## src/rtl/ppg_multi_ch_calib_ctrl_pkg.sv

```systemverilog
// Shared types and helpers for the multi-channel PPG calibration controller.
// Holds the FSM state encoding plus width/midscale/one-hot helpers.
// Purely declarative; no logic of its own.
package ppg_pkg;

  typedef enum logic [2:0] {
    S_IDLE      = 3'd0,
    S_DC_WAIT   = 3'd1,
    S_DC_EVAL   = 3'd2,
    S_GAIN_WAIT = 3'd3,
    S_GAIN_EVAL = 3'd4,
    S_NEXT_CH   = 3'd5,
    S_RUN       = 3'd6
  } state_e;

  // Index width for n items, never narrower than one bit.
  function automatic int idx_w(input int n);
    return (n <= 1) ? 1 : $clog2(n);
  endfunction

  // Midscale code of a w-bit unsigned quantity.
  function automatic int mid_of(input int w);
    return 1 << (w - 1);
  endfunction

  // One-hot vector with bit idx set; callers slice it to their width.
  function automatic logic [31:0] onehot32(input int idx);
    return 32'd1 << idx;
  endfunction

endpackage

```

## src/rtl/ppg_multi_ch_calib_ctrl_if.sv

```systemverilog
// Front-end bundle between the calibration controller and ADC/LED/DAC/PGA.
// master = controller side, slave = analog front-end side.
// Plain wires; no timing of its own.
interface ppg_multi_ch_calib_ctrl_if #(
  parameter int ADC_W  = 8,
  parameter int DAC_W  = 7,
  parameter int GAIN_W = 4,
  parameter int N_CH   = 2
);
  localparam int CH_W = ppg_pkg::idx_w(N_CH);

  logic              find_setting;
  logic [ADC_W-1:0]  adc;
  logic [DAC_W-1:0]  dc_comp;
  logic [GAIN_W-1:0] pga_gain;
  logic [N_CH-1:0]   led_en;
  logic [CH_W-1:0]   ch_idx;
  logic              sample_valid;
  logic              busy;
  logic              cal_done;
  logic              cal_fail;

  modport master (
    input  find_setting, adc,
    output dc_comp, pga_gain, led_en, ch_idx, sample_valid, busy, cal_done, cal_fail
  );

  modport slave (
    output find_setting, adc,
    input  dc_comp, pga_gain, led_en, ch_idx, sample_valid, busy, cal_done, cal_fail
  );
endinterface

```

## src/rtl/ppg_multi_ch_calib_ctrl_sar_step.sv

```systemverilog
// One successive-approximation step of the DC-compensation search.
// Combinational, zero latency.
// No flow control; evaluated only while the controller is in DC_EVAL.
module ppg_sar_step #(
  parameter int ADC_W = 8,
  parameter int DAC_W = 7,
  parameter int TOL   = 1,
  parameter int BIT_W = 3
) (
  input  logic [ADC_W-1:0] adc,
  input  logic [DAC_W-1:0] acc,
  input  logic [BIT_W-1:0] bitn,
  output logic             early_exit,
  output logic             last,
  output logic [DAC_W-1:0] acc_nxt,
  output logic [DAC_W-1:0] trial_nxt,
  output logic [ADC_W:0]   adc_dev
);
  import ppg_pkg::*;

  localparam logic [ADC_W-1:0] MID_V = ADC_W'(mid_of(ADC_W));
  localparam logic [ADC_W:0]   TOL_V = (ADC_W+1)'(TOL);
  localparam logic [DAC_W-1:0] ONE   = DAC_W'(1);

  logic signed [ADC_W:0] diff;
  logic                  above;

  // Signed distance from midscale, its magnitude, and the SAR bit decision.
  always_comb begin
    diff       = $signed({1'b0, adc}) - $signed({1'b0, MID_V});
    adc_dev    = diff[ADC_W] ? $unsigned(-diff) : $unsigned(diff);
    early_exit = (adc_dev <= TOL_V);
    above      = !diff[ADC_W] && (diff != '0);
    acc_nxt    = above ? (acc | (ONE << bitn)) : acc;
    last       = (bitn == '0);
    // Only meaningful when last is low, so bitn-1 never underflows in use.
    trial_nxt  = acc_nxt | (ONE << (bitn - 1'b1));
  end

endmodule

```

## src/rtl/ppg_multi_ch_calib_ctrl.sv

```systemverilog
// Sequential DC-SAR + gain-ramp calibration of N_CH LED channels, then LED time-multiplexing.
// Outputs registered (one cycle after the deciding edge); sample_valid decoded from the slot counter.
// No backpressure: adc is sampled unconditionally after SETTLE_CYC cycles of settling.
module ppg_multi_ch_calib_ctrl #(
  parameter int ADC_W      = 8,
  parameter int DAC_W      = 7,
  parameter int GAIN_W     = 4,
  parameter int N_CH       = 2,
  parameter int SETTLE_CYC = 4,
  parameter int TOL        = 1,
  parameter int LIMIT      = 40,
  parameter int SLOT_CYC   = 16
) (
  input  logic                       clk,
  input  logic                       rst,
  ppg_multi_ch_calib_ctrl_if.master  bus
);
  import ppg_pkg::*;

  localparam int CH_W  = idx_w(N_CH);
  localparam int BIT_W = idx_w(DAC_W);
  localparam int CNT_W = idx_w((SLOT_CYC > SETTLE_CYC) ? SLOT_CYC : SETTLE_CYC);

  localparam logic [DAC_W-1:0]  DCMID      = DAC_W'(mid_of(DAC_W));
  localparam logic [GAIN_W-1:0] GMAX       = '1;
  localparam logic [ADC_W:0]    LIM_V      = (ADC_W+1)'(LIMIT);
  localparam logic [CH_W-1:0]   LAST_CH    = CH_W'(N_CH - 1);
  localparam logic [BIT_W-1:0]  TOP_BIT    = BIT_W'(DAC_W - 1);
  localparam logic [CNT_W-1:0]  SETTLE_END = CNT_W'(SETTLE_CYC - 1);
  localparam logic [CNT_W-1:0]  SLOT_END   = CNT_W'(SLOT_CYC - 1);

  function automatic logic [N_CH-1:0] oh(input logic [CH_W-1:0] i);
    logic [31:0] t;
    t = onehot32(int'(i));
    return t[N_CH-1:0];
  endfunction

  state_e            state_q, state_d;
  logic [CH_W-1:0]   ch_q, ch_d;
  logic [CNT_W-1:0]  cnt_q, cnt_d;
  logic [DAC_W-1:0]  acc_q, acc_d;
  logic [BIT_W-1:0]  bit_q, bit_d;
  logic [DAC_W-1:0]  dc_comp_q, dc_comp_d;
  logic [GAIN_W-1:0] pga_gain_q, pga_gain_d;
  logic [N_CH-1:0]   led_en_q, led_en_d;
  logic              busy_q, busy_d;
  logic              cal_done_q, cal_done_d;
  logic              cal_fail_q, cal_fail_d;
  logic [DAC_W-1:0]  dc_mem_q [N_CH];
  logic [DAC_W-1:0]  dc_mem_d [N_CH];
  logic [GAIN_W-1:0] gain_mem_q [N_CH];
  logic [GAIN_W-1:0] gain_mem_d [N_CH];

  logic              early_exit, last;
  logic [DAC_W-1:0]  acc_nxt, trial_nxt;
  logic [ADC_W:0]    adc_dev;

  ppg_sar_step #(.ADC_W(ADC_W), .DAC_W(DAC_W), .TOL(TOL), .BIT_W(BIT_W)) u_sar (
    .adc        (bus.adc),
    .acc        (acc_q),
    .bitn       (bit_q),
    .early_exit (early_exit),
    .last       (last),
    .acc_nxt    (acc_nxt),
    .trial_nxt  (trial_nxt),
    .adc_dev    (adc_dev)
  );

  // Next-state and next-output decode for the calibration/run sequencer.
  always_comb begin
    logic [CH_W-1:0] nxt_ch;
    logic            restart;
    nxt_ch      = '0;
    state_d     = state_q;
    ch_d        = ch_q;
    cnt_d       = cnt_q;
    acc_d       = acc_q;
    bit_d       = bit_q;
    dc_comp_d   = dc_comp_q;
    pga_gain_d  = pga_gain_q;
    led_en_d    = led_en_q;
    busy_d      = busy_q;
    cal_done_d  = cal_done_q;
    cal_fail_d  = cal_fail_q;
    dc_mem_d    = dc_mem_q;
    gain_mem_d  = gain_mem_q;
    // Calibration can only be (re)started when not already calibrating.
    restart     = bus.find_setting && ((state_q == S_IDLE) || (state_q == S_RUN));

    case (state_q)
      S_IDLE: ;
      S_DC_WAIT: begin
        if (cnt_q == SETTLE_END) state_d = S_DC_EVAL;
        else                     cnt_d   = cnt_q + 1'b1;
      end
      S_DC_EVAL: begin
        if (early_exit || last) begin
          // Store the settled code and leave it on the DAC for the gain ramp.
          dc_mem_d[ch_q] = early_exit ? dc_comp_q : acc_nxt;
          dc_comp_d      = early_exit ? dc_comp_q : acc_nxt;
          pga_gain_d     = '0;
          cnt_d          = '0;
          state_d        = S_GAIN_WAIT;
        end else begin
          acc_d     = acc_nxt;
          bit_d     = bit_q - 1'b1;
          dc_comp_d = trial_nxt;
          cnt_d     = '0;
          state_d   = S_DC_WAIT;
        end
      end
      S_GAIN_WAIT: begin
        if (cnt_q == SETTLE_END) state_d = S_GAIN_EVAL;
        else                     cnt_d   = cnt_q + 1'b1;
      end
      S_GAIN_EVAL: begin
        if (adc_dev <= LIM_V) begin
          if (pga_gain_q == GMAX) begin
            gain_mem_d[ch_q] = GMAX;
            state_d          = S_NEXT_CH;
          end else begin
            pga_gain_d = pga_gain_q + 1'b1;
            cnt_d      = '0;
            state_d    = S_GAIN_WAIT;
          end
        end else begin
          // Back off to the last gain that stayed in range; none means failure.
          if (pga_gain_q == '0) begin
            gain_mem_d[ch_q] = '0;
            cal_fail_d       = 1'b1;
          end else begin
            gain_mem_d[ch_q] = pga_gain_q - 1'b1;
          end
          state_d = S_NEXT_CH;
        end
      end
      S_NEXT_CH: begin
        if (ch_q == LAST_CH) begin
          ch_d       = '0;
          cnt_d      = '0;
          busy_d     = 1'b0;
          cal_done_d = 1'b1;
          led_en_d   = oh('0);
          dc_comp_d  = dc_mem_d[0];
          pga_gain_d = gain_mem_d[0];
          state_d    = S_RUN;
        end else begin
          // Gain is parked at 0 so each channel's DC search sees the same PGA setting.
          ch_d       = ch_q + 1'b1;
          led_en_d   = oh(ch_q + 1'b1);
          dc_comp_d  = DCMID;
          pga_gain_d = '0;
          acc_d      = '0;
          bit_d      = TOP_BIT;
          cnt_d      = '0;
          state_d    = S_DC_WAIT;
        end
      end
      S_RUN: begin
        if (cnt_q == SLOT_END) begin
          nxt_ch     = (ch_q == LAST_CH) ? '0 : ch_q + 1'b1;
          cnt_d      = '0;
          ch_d       = nxt_ch;
          led_en_d   = oh(nxt_ch);
          dc_comp_d  = dc_mem_q[nxt_ch];
          pga_gain_d = gain_mem_q[nxt_ch];
        end else begin
          cnt_d = cnt_q + 1'b1;
        end
      end
      default: begin
        state_d    = S_IDLE;
        ch_d       = '0;
        cnt_d      = '0;
        acc_d      = '0;
        bit_d      = TOP_BIT;
        dc_comp_d  = DCMID;
        pga_gain_d = '0;
        led_en_d   = '0;
        busy_d     = 1'b0;
        cal_done_d = 1'b0;
        cal_fail_d = 1'b0;
      end
    endcase

    if (restart) begin
      state_d    = S_DC_WAIT;
      ch_d       = '0;
      cnt_d      = '0;
      busy_d     = 1'b1;
      cal_done_d = 1'b0;
      cal_fail_d = 1'b0;
      led_en_d   = oh('0);
      pga_gain_d = '0;
      acc_d      = '0;
      bit_d      = TOP_BIT;
      dc_comp_d  = DCMID;
    end
  end

  // State and output registers with synchronous reset.
  always_ff @(posedge clk) begin
    if (rst) begin
      state_q    <= S_IDLE;
      ch_q       <= '0;
      cnt_q      <= '0;
      acc_q      <= '0;
      bit_q      <= TOP_BIT;
      dc_comp_q  <= DCMID;
      pga_gain_q <= '0;
      led_en_q   <= '0;
      busy_q     <= 1'b0;
      cal_done_q <= 1'b0;
      cal_fail_q <= 1'b0;
      dc_mem_q   <= '{default: '0};
      gain_mem_q <= '{default: '0};
    end else begin
      state_q    <= state_d;
      ch_q       <= ch_d;
      cnt_q      <= cnt_d;
      acc_q      <= acc_d;
      bit_q      <= bit_d;
      dc_comp_q  <= dc_comp_d;
      pga_gain_q <= pga_gain_d;
      led_en_q   <= led_en_d;
      busy_q     <= busy_d;
      cal_done_q <= cal_done_d;
      cal_fail_q <= cal_fail_d;
      dc_mem_q   <= dc_mem_d;
      gain_mem_q <= gain_mem_d;
    end
  end

  assign bus.dc_comp      = dc_comp_q;
  assign bus.pga_gain     = pga_gain_q;
  assign bus.led_en       = led_en_q;
  assign bus.ch_idx       = ch_q;
  assign bus.busy         = busy_q;
  assign bus.cal_done     = cal_done_q;
  assign bus.cal_fail     = cal_fail_q;
  assign bus.sample_valid = (state_q == S_RUN) && (cnt_q == SLOT_END);

endmodule
```

## src/flat_wrapper.sv

```systemverilog
// flat-port wrapper written by rule: the top's interface ports become plain ports
module ppg_multi_ch_calib_ctrl_flat import ppg_pkg::*;
#(
  parameter int ADC_W      = 8,
  parameter int DAC_W      = 7,
  parameter int GAIN_W     = 4,
  parameter int N_CH       = 2,
  parameter int SETTLE_CYC = 4,
  parameter int TOL        = 1,
  parameter int LIMIT      = 40,
  parameter int SLOT_CYC   = 16
)
  (clk, rst, bus_find_setting, bus_adc, bus_dc_comp, bus_pga_gain, bus_led_en, bus_ch_idx, bus_sample_valid, bus_busy, bus_cal_done, bus_cal_fail);
  ppg_multi_ch_calib_ctrl_if #(.ADC_W(ADC_W), .DAC_W(DAC_W), .GAIN_W(GAIN_W), .N_CH(N_CH)) bus_i ();
  input  logic clk;
  input  logic rst;
  input wire logic [$bits(bus_i.find_setting)-1:0] bus_find_setting;
  input wire logic [$bits(bus_i.adc)-1:0] bus_adc;
  output wire logic [$bits(bus_i.dc_comp)-1:0] bus_dc_comp;
  output wire logic [$bits(bus_i.pga_gain)-1:0] bus_pga_gain;
  output wire logic [$bits(bus_i.led_en)-1:0] bus_led_en;
  output wire logic [$bits(bus_i.ch_idx)-1:0] bus_ch_idx;
  output wire logic [$bits(bus_i.sample_valid)-1:0] bus_sample_valid;
  output wire logic [$bits(bus_i.busy)-1:0] bus_busy;
  output wire logic [$bits(bus_i.cal_done)-1:0] bus_cal_done;
  output wire logic [$bits(bus_i.cal_fail)-1:0] bus_cal_fail;
  assign bus_i.find_setting = bus_find_setting;
  assign bus_i.adc = bus_adc;
  assign bus_dc_comp = bus_i.dc_comp;
  assign bus_pga_gain = bus_i.pga_gain;
  assign bus_led_en = bus_i.led_en;
  assign bus_ch_idx = bus_i.ch_idx;
  assign bus_sample_valid = bus_i.sample_valid;
  assign bus_busy = bus_i.busy;
  assign bus_cal_done = bus_i.cal_done;
  assign bus_cal_fail = bus_i.cal_fail;
  ppg_multi_ch_calib_ctrl #(.ADC_W(ADC_W), .DAC_W(DAC_W), .GAIN_W(GAIN_W), .N_CH(N_CH), .SETTLE_CYC(SETTLE_CYC), .TOL(TOL), .LIMIT(LIMIT), .SLOT_CYC(SLOT_CYC)) u_core (.clk(clk), .rst(rst), .bus(bus_i));
endmodule
```

## config.mk

```make
export PLATFORM = sky130hd
export DESIGN_NAME = ppg_multi_ch_calib_ctrl_flat
export DESIGN_NICKNAME = d
export VERILOG_FILES = /design/src/rtl/ppg_multi_ch_calib_ctrl_pkg.sv /design/src/rtl/ppg_multi_ch_calib_ctrl_if.sv /design/src/rtl/ppg_multi_ch_calib_ctrl_sar_step.sv /design/src/rtl/ppg_multi_ch_calib_ctrl.sv /design/src/flat_wrapper.sv
export SDC_FILE = /design/constraint.sdc
export NUM_CORES = 1
export LEC_CHECK = 0
export BUFFER_PORTS_ARGS = -buffer_cell sky130_fd_sc_hd__buf_2
export CORE_MARGIN = 3
export CORE_UTILIZATION = 28
export CTS_CLUSTER_DIAMETER = 100
export CTS_CLUSTER_SIZE = 24
export DETAILED_ROUTE_END_ITERATION = 8
export PLACE_DENSITY = 0.51
export SLEW_MARGIN = 10
export SYNTH_ARGS = -nofsm -noshare
export SYNTH_HDL_FRONTEND = slang
export SYNTH_SLANG_ARGS = --single-unit
```

## constraint.sdc

```tcl
create_clock -name clk -period 3.2 [get_ports clk]
set_input_delay 0.48 -clock clk [delete_from_list [all_inputs] [get_ports clk]]
set_output_delay 0.48 -clock clk [all_outputs]
set_load 0.01 [all_outputs]
```

-- After elaboration in Yosys (flattened, before gate mapping)
Index checks and enable logic that the tools add are counted.
- register bits after elaboration: 56
- input port bits: 11
- word-level logic and storage cells: 172
- add/sub/neg operators: 7
- order comparisons: 5
- equal/unequal tests: 29
- shift operators: 4
- multiplexer cells: 62
- bitwise operators: 15
- reductions and logical operators: 33
- operators with widths (kind ; count):
    $mux W7 ; 11
    $mux W4 ; 13
    $pmux W7 S4 ; 1
    $mux W8 ; 3
    $mux W3 ; 7
    $pmux W7 S3 ; 1
    $pmux W4 S5 ; 1
    $ne A2 B1 Y1 const B ; 9
    $pmux W3 S6 ; 1
    $pmux W4 S4 ; 1
    $bwmux W14 ; 1
    $ne A2 B2 Y1 const B ; 7
    $or A7 B7 Y7 ; 2
    $reduce_and A2 Y1 ; 7
    $shl A1 B3 Y7 const A ; 2
    $reduce_and A3 Y1 ; 4
    $reduce_or A6 Y1 ; 2
    $reduce_or A5 Y1 ; 2
    $eq A3 B3 Y1 const B ; 3
    $le A9 B1 Y1 const B ; 1
    $le A9 B6 Y1 const B ; 1
    $mux W1 ; 9
    $mux W9 ; 1
    $ne A3 B1 Y1 const B ; 3
    38 further kinds ; 62

-- Logic depth before layout (Yosys ltp)
- depth after elaboration: 9
- mapped depth: 10

-- By module
Synthesis repeated with hierarchy kept, for this count alone.
- cells, all modules: 448
- area total of the unflattened synthesis: 3487.1 um^2
- by module, submodules not included (module ; times used ; cells each ; area each (um^2)):
    ppg_multi_ch_calib_ctrl ; 1 ; 377 ; 3011.6
    ppg_sar_step ; 1 ; 71 ; 475.5

-- Worst setup path before layout
Ideal clock, no wire load.
- path type: in2reg
- start point: input port bus_adc[0]
- end point: register u_core.dc_mem_q[10] (netlist name)
- arrival: 2.463 ns
- required time: 3.072 ns
- setup slack: 0.609 ns
- stages on the path: 10
- path through: inv_1 ha_1 nor3b_1 o21a_1 nor4_2 a21oi_1 clkbuf_1 nor3_4 mux2i_1 nor2_1
- longest elaborated chain between the ends: 6
- ends and longest elaborated chain (what ; line ; source):
    start: declaration ; flat_wrapper.sv:18 ; input wire logic [$bits(bus_i.adc)-1:0] bus_adc;
    $sub A8 B8 Y9 (*) ; ppg_multi_ch_calib_ctrl_sar_step.sv:30 ; diff = $signed({1'b0, adc}) - $signed({1'b0, MID_V});
    $neg A9 Y9 (tied with other cells) ; ppg_multi_ch_calib_ctrl_sar_step.sv:31 ; adc_dev = diff[ADC_W] ? $unsigned(-diff) : $unsigned(diff);
    $mux W9 / $logic_and A1 B1 Y1 (equally long branches) ; ppg_multi_ch_calib_ctrl_sar_step.sv:31, ppg_multi_ch_calib_ctrl_sar_step.sv:33 ;
    $le A9 B1 Y1 / $mux W7 (equally long branches) ; ppg_multi_ch_calib_ctrl_sar_step.sv:32, ppg_multi_ch_calib_ctrl_sar_step.sv:34 ;
    $mux W7 / $logic_or A1 B1 Y1 (equally long branches) ; ppg_multi_ch_calib_ctrl.sv:99, ppg_multi_ch_calib_ctrl.sv:97 ;
    $bwmux W14 / $reduce_and A2 Y1 (equally long branches) ; -- ;
    end signal: assignment ; ppg_multi_ch_calib_ctrl.sv:229 ; dc_mem_q <= dc_mem_d;
    end: declaration ; ppg_multi_ch_calib_ctrl.sv:49 ; logic [DAC_W-1:0] dc_mem_q [N_CH];
Every way passes the cells marked *; elsewhere a longest branch is shown, timed or not.
A chain may end at the register's enable or synchronous reset.

-- Final worst setup path
- start point: register u_core.cnt_q[0]
- end point: register u_core.pga_gain_q[3] (netlist: u_core.bus.pga_gain[3])
- longest elaborated chain between the ends: 3
- ends and longest elaborated chain (what ; line ; source):
    start: declaration ; ppg_multi_ch_calib_ctrl.sv:40 ; logic [CNT_W-1:0] cnt_q, cnt_d;
    start signal: assignment ; ppg_multi_ch_calib_ctrl.sv:220 ; cnt_q <= cnt_d;
    $eq A4 B4 Y1 ; ppg_multi_ch_calib_ctrl.sv:160 ; if (cnt_q == SLOT_END) begin
    $ne A2 B2 Y1 (no source line) ; -- ;
    $reduce_and A5 Y1 (no source line) ; -- ;
    end signal: assignment ; ppg_multi_ch_calib_ctrl.sv:224 ; pga_gain_q <= pga_gain_d;
    end: declaration ; ppg_multi_ch_calib_ctrl.sv:44 ; logic [GAIN_W-1:0] pga_gain_q, pga_gain_d;
Every way passes these cells.

==> results.ini <==
[run_status]
status = completed

[drt]
routedWlPerCell_microns = 16.11
wirelength_microns = 10590
avgViaCountPerCell = 5.419
drc = 0
drt-initial-drc-count = 337
ant_nets = 0
dr.pass1.iters = 5
vias = 3560

[finish]
areaGrowthSynthToFinish_pct = 13.84
nets = 511
fin_cells = 657
drive_gt1_share_pct = 15.13
n_antenna_cell = 0

[global_routing]
grt_pass1_wl_microns = 17970
use_met2_pct = 23.87
use_met1_pct = 21.42
top_usage_layer = met2
grt_usage_pct = 15.09
overflow = 0
grt_use_met3_pct = 1.791
grt_max_degree = 30
antenna_found_initial = 0
first_global_vias = 3428

[die]
die_area_sq_um = 14350
die_h_microns = 119.8
io_pins = 29
coreArea_sq_um = 12310
dieWidth_microns = 119.8
floorplan.rows = 40
start_util_pct = 29.44

[sta]
max_freq_mhz = 384.0
finalSetupViolCount = 0
period_share_pct = 81.38
skew_ns = 0.008589
tightest_slew_ns = 1.141
hold_violations = 0
layout_min_cycle_time_ns = 2.604
rsz0062_at_grt = false
finalMaxSlewViolations = 0
setup_tns_ns = 0
relSlewSlack_pct = 23.48

[clock_tree]
clock_sinks = 56
cts_setup_buffers = 0
cts_resized = 0
cts_made_buffers = 5
clk_path_buf_depth = 2
clk_latency_ns = 0.30
clkTransAtPathRegs_ns = 0.08
cts_root_buffer = clkbuf_16
postCtsHoldBufs = 0
cts_tree = yes
cts_htree_levels = 2

[yosys]
yosysWarnings = 0
synth_edf_count = 0
synth_area_sq_um = 3625
synthTopCellsByCount = dfxtp_1, nor2_1, a21oi_1
yosysTopAreaCellShare_pct = 30.93
ys_seq_area_share_pct = 30.93
synth_top_flop_cell = dfxtp_1
syn_nets = 489
synth_area_per_cell_sq_um = 7.778
synth_cells = 466
synth_area_leader_cell = dfxtp_1
synth_area_leaders = dfxtp_1, a21oi_1, nor2_1, nand2_1, mux2i_1
async_reset_ff_share_pct = 0
yosysMostFrequentCell = dfxtp_1
ys_seq_elements = 56
synth_cell_types = 57

[placement]
placed_cells = 649
gp_congestion = 0.8491
dp_hpwl_microns = 7754
port_buffers = 28

[worst_setup_path]
crit_required_ns = 3.40
crit_path_cell_trace = ha_1, nand3_1, a31oi_1, o21ai_0, a211oi_4, nand2_1, a32o_1
start_kind = register
slowest_delay_ns = 0.54
crit_fanout = 8
crit_path_end_kind = register
critPathSlowestCell = a31oi_1
cp_data_arrival_time_ns = 2.80
worstSetupPathType = reg2reg

[power]
powerDensity_nw_per_um2 = 353.7
power.leakage_nw = 1.533
peakVddDrop_mv = 0.2319

[flow_run]
timing.max_cap.violations = 0

[hold_path]
hold_class = reg2reg

## per-stage QoR
stage	hold WS (ns)	util (%)	instance area, sq um	total power, W	setup slack, ns
4_1_cts	0.4756	33.52	4126	0.001477	0.5576
5_1_grt	0.5026	33.52	4126	0.001519	0.3489
6_report	0.4770	33.52	4126	0.001460	0.5959
3_3_place_gp	0.4615	32.32	3979	0.0008987	0.3961
3_5_place_dp	0.4636	32.32	3979	0.0009005	0.3263
2_1_floorplan	0.4467	-	3625	0.0008484	0.6091
## report_power, final
part | switching, W | internal, W
logic | 0.000115 | 0.0000594
registers | 0.00000820 | 0.000702
clock network | 0.000281 | 0.000294
## worst max-delay path: cells and delay by family, from the launching register on
kind,cells,cell delay [ns]
AO/OA/AOI/OAI,4,1.56
adder cells (fa/ha/maj),1,0.21
flip-flops,1,0.37
AND/OR/NAND/NOR,2,0.36
## cell families after synthesis
group	count (synthesis)	synth area share (%)
AOI/OAI and AO/OA	153	29.34
muxes	23	6.593
and+or+nand+nor	168	22.26
xor gates and xnor gates	6	1.450
buffers and inverters	48	5.281
DFF	56	30.93
adders and majority gates	12	4.142
## state kept, by name, summed over array words and instances (netlist names), 2 cells and up
signal and cells:
u_core.dc_mem_q 14, u_core.acc_q 7, u_core.bus.dc_comp 7, u_core.bit_q 3, u_core.gain_mem_q 8, u_core.bus.led_en 2, u_core.state_q 3, u_core.bus.pga_gain 4
u_core.cnt_q 4
## cell usage in the layout, fill, tap and decap left out, types with 12 or more instances in the layout
cell     instances
a21oi_1         45
and3_1          12
buf_2           28
buf_4           17
dfxtp_1         56
ha_1            12
inv_1           17
mux2i_1         16
nand2_1         44
nand3_1         20
nor2_1          49
o21ai_0         26
## layout make-up
| class | count | area [sq um] |
|---|---|---|
| Multi-Input combinational cell | 362 | 2312 |
| Timing Repair Buffer | 45 | 267.8 |
| Tap cell | 168 | 210.2 |
| Inverter | 18 | 67.56 |
| Fill cell | 1337 | 8185 |
| Clock buffer | 5 | 125.1 |
| Clock inverter | 3 | 22.52 |
| Sequential cell | 56 | 1121 |
## path summary, 6_finish.rpt
| kind | start | end | slack, ns | cells past startpoint |
|---|---|---|---|---|
| worst min-delay path | u_core.acc_q[6]$_SDFFE_PP0P_ | u_core.acc_q[6]$_SDFFE_PP0P_ | 0.48 | 2 |
| worst min register to register | u_core.acc_q[6]$_SDFFE_PP0P_ | u_core.acc_q[6]$_SDFFE_PP0P_ | 0.48 | 2 |
| worst max-delay path | u_core.cnt_q[0]$_SDFFE_PP0P_ | u_core.bus.pga_gain[3]$_SDFFE_PP0P_ | 0.60 | 7 |
| worst max register to register | u_core.cnt_q[0]$_SDFFE_PP0P_ | u_core.bus.pga_gain[3]$_SDFFE_PP0P_ | 0.60 | 7 |
## layer usage
layer  part of all wire, %  routed length [microns]
met1                    49                     5202
met2                    46                     4860
met3                   3.4                      363
met4                   1.5                      161
met5                     0                        0
No activity file was read; power rests on OpenSTA's default activity.
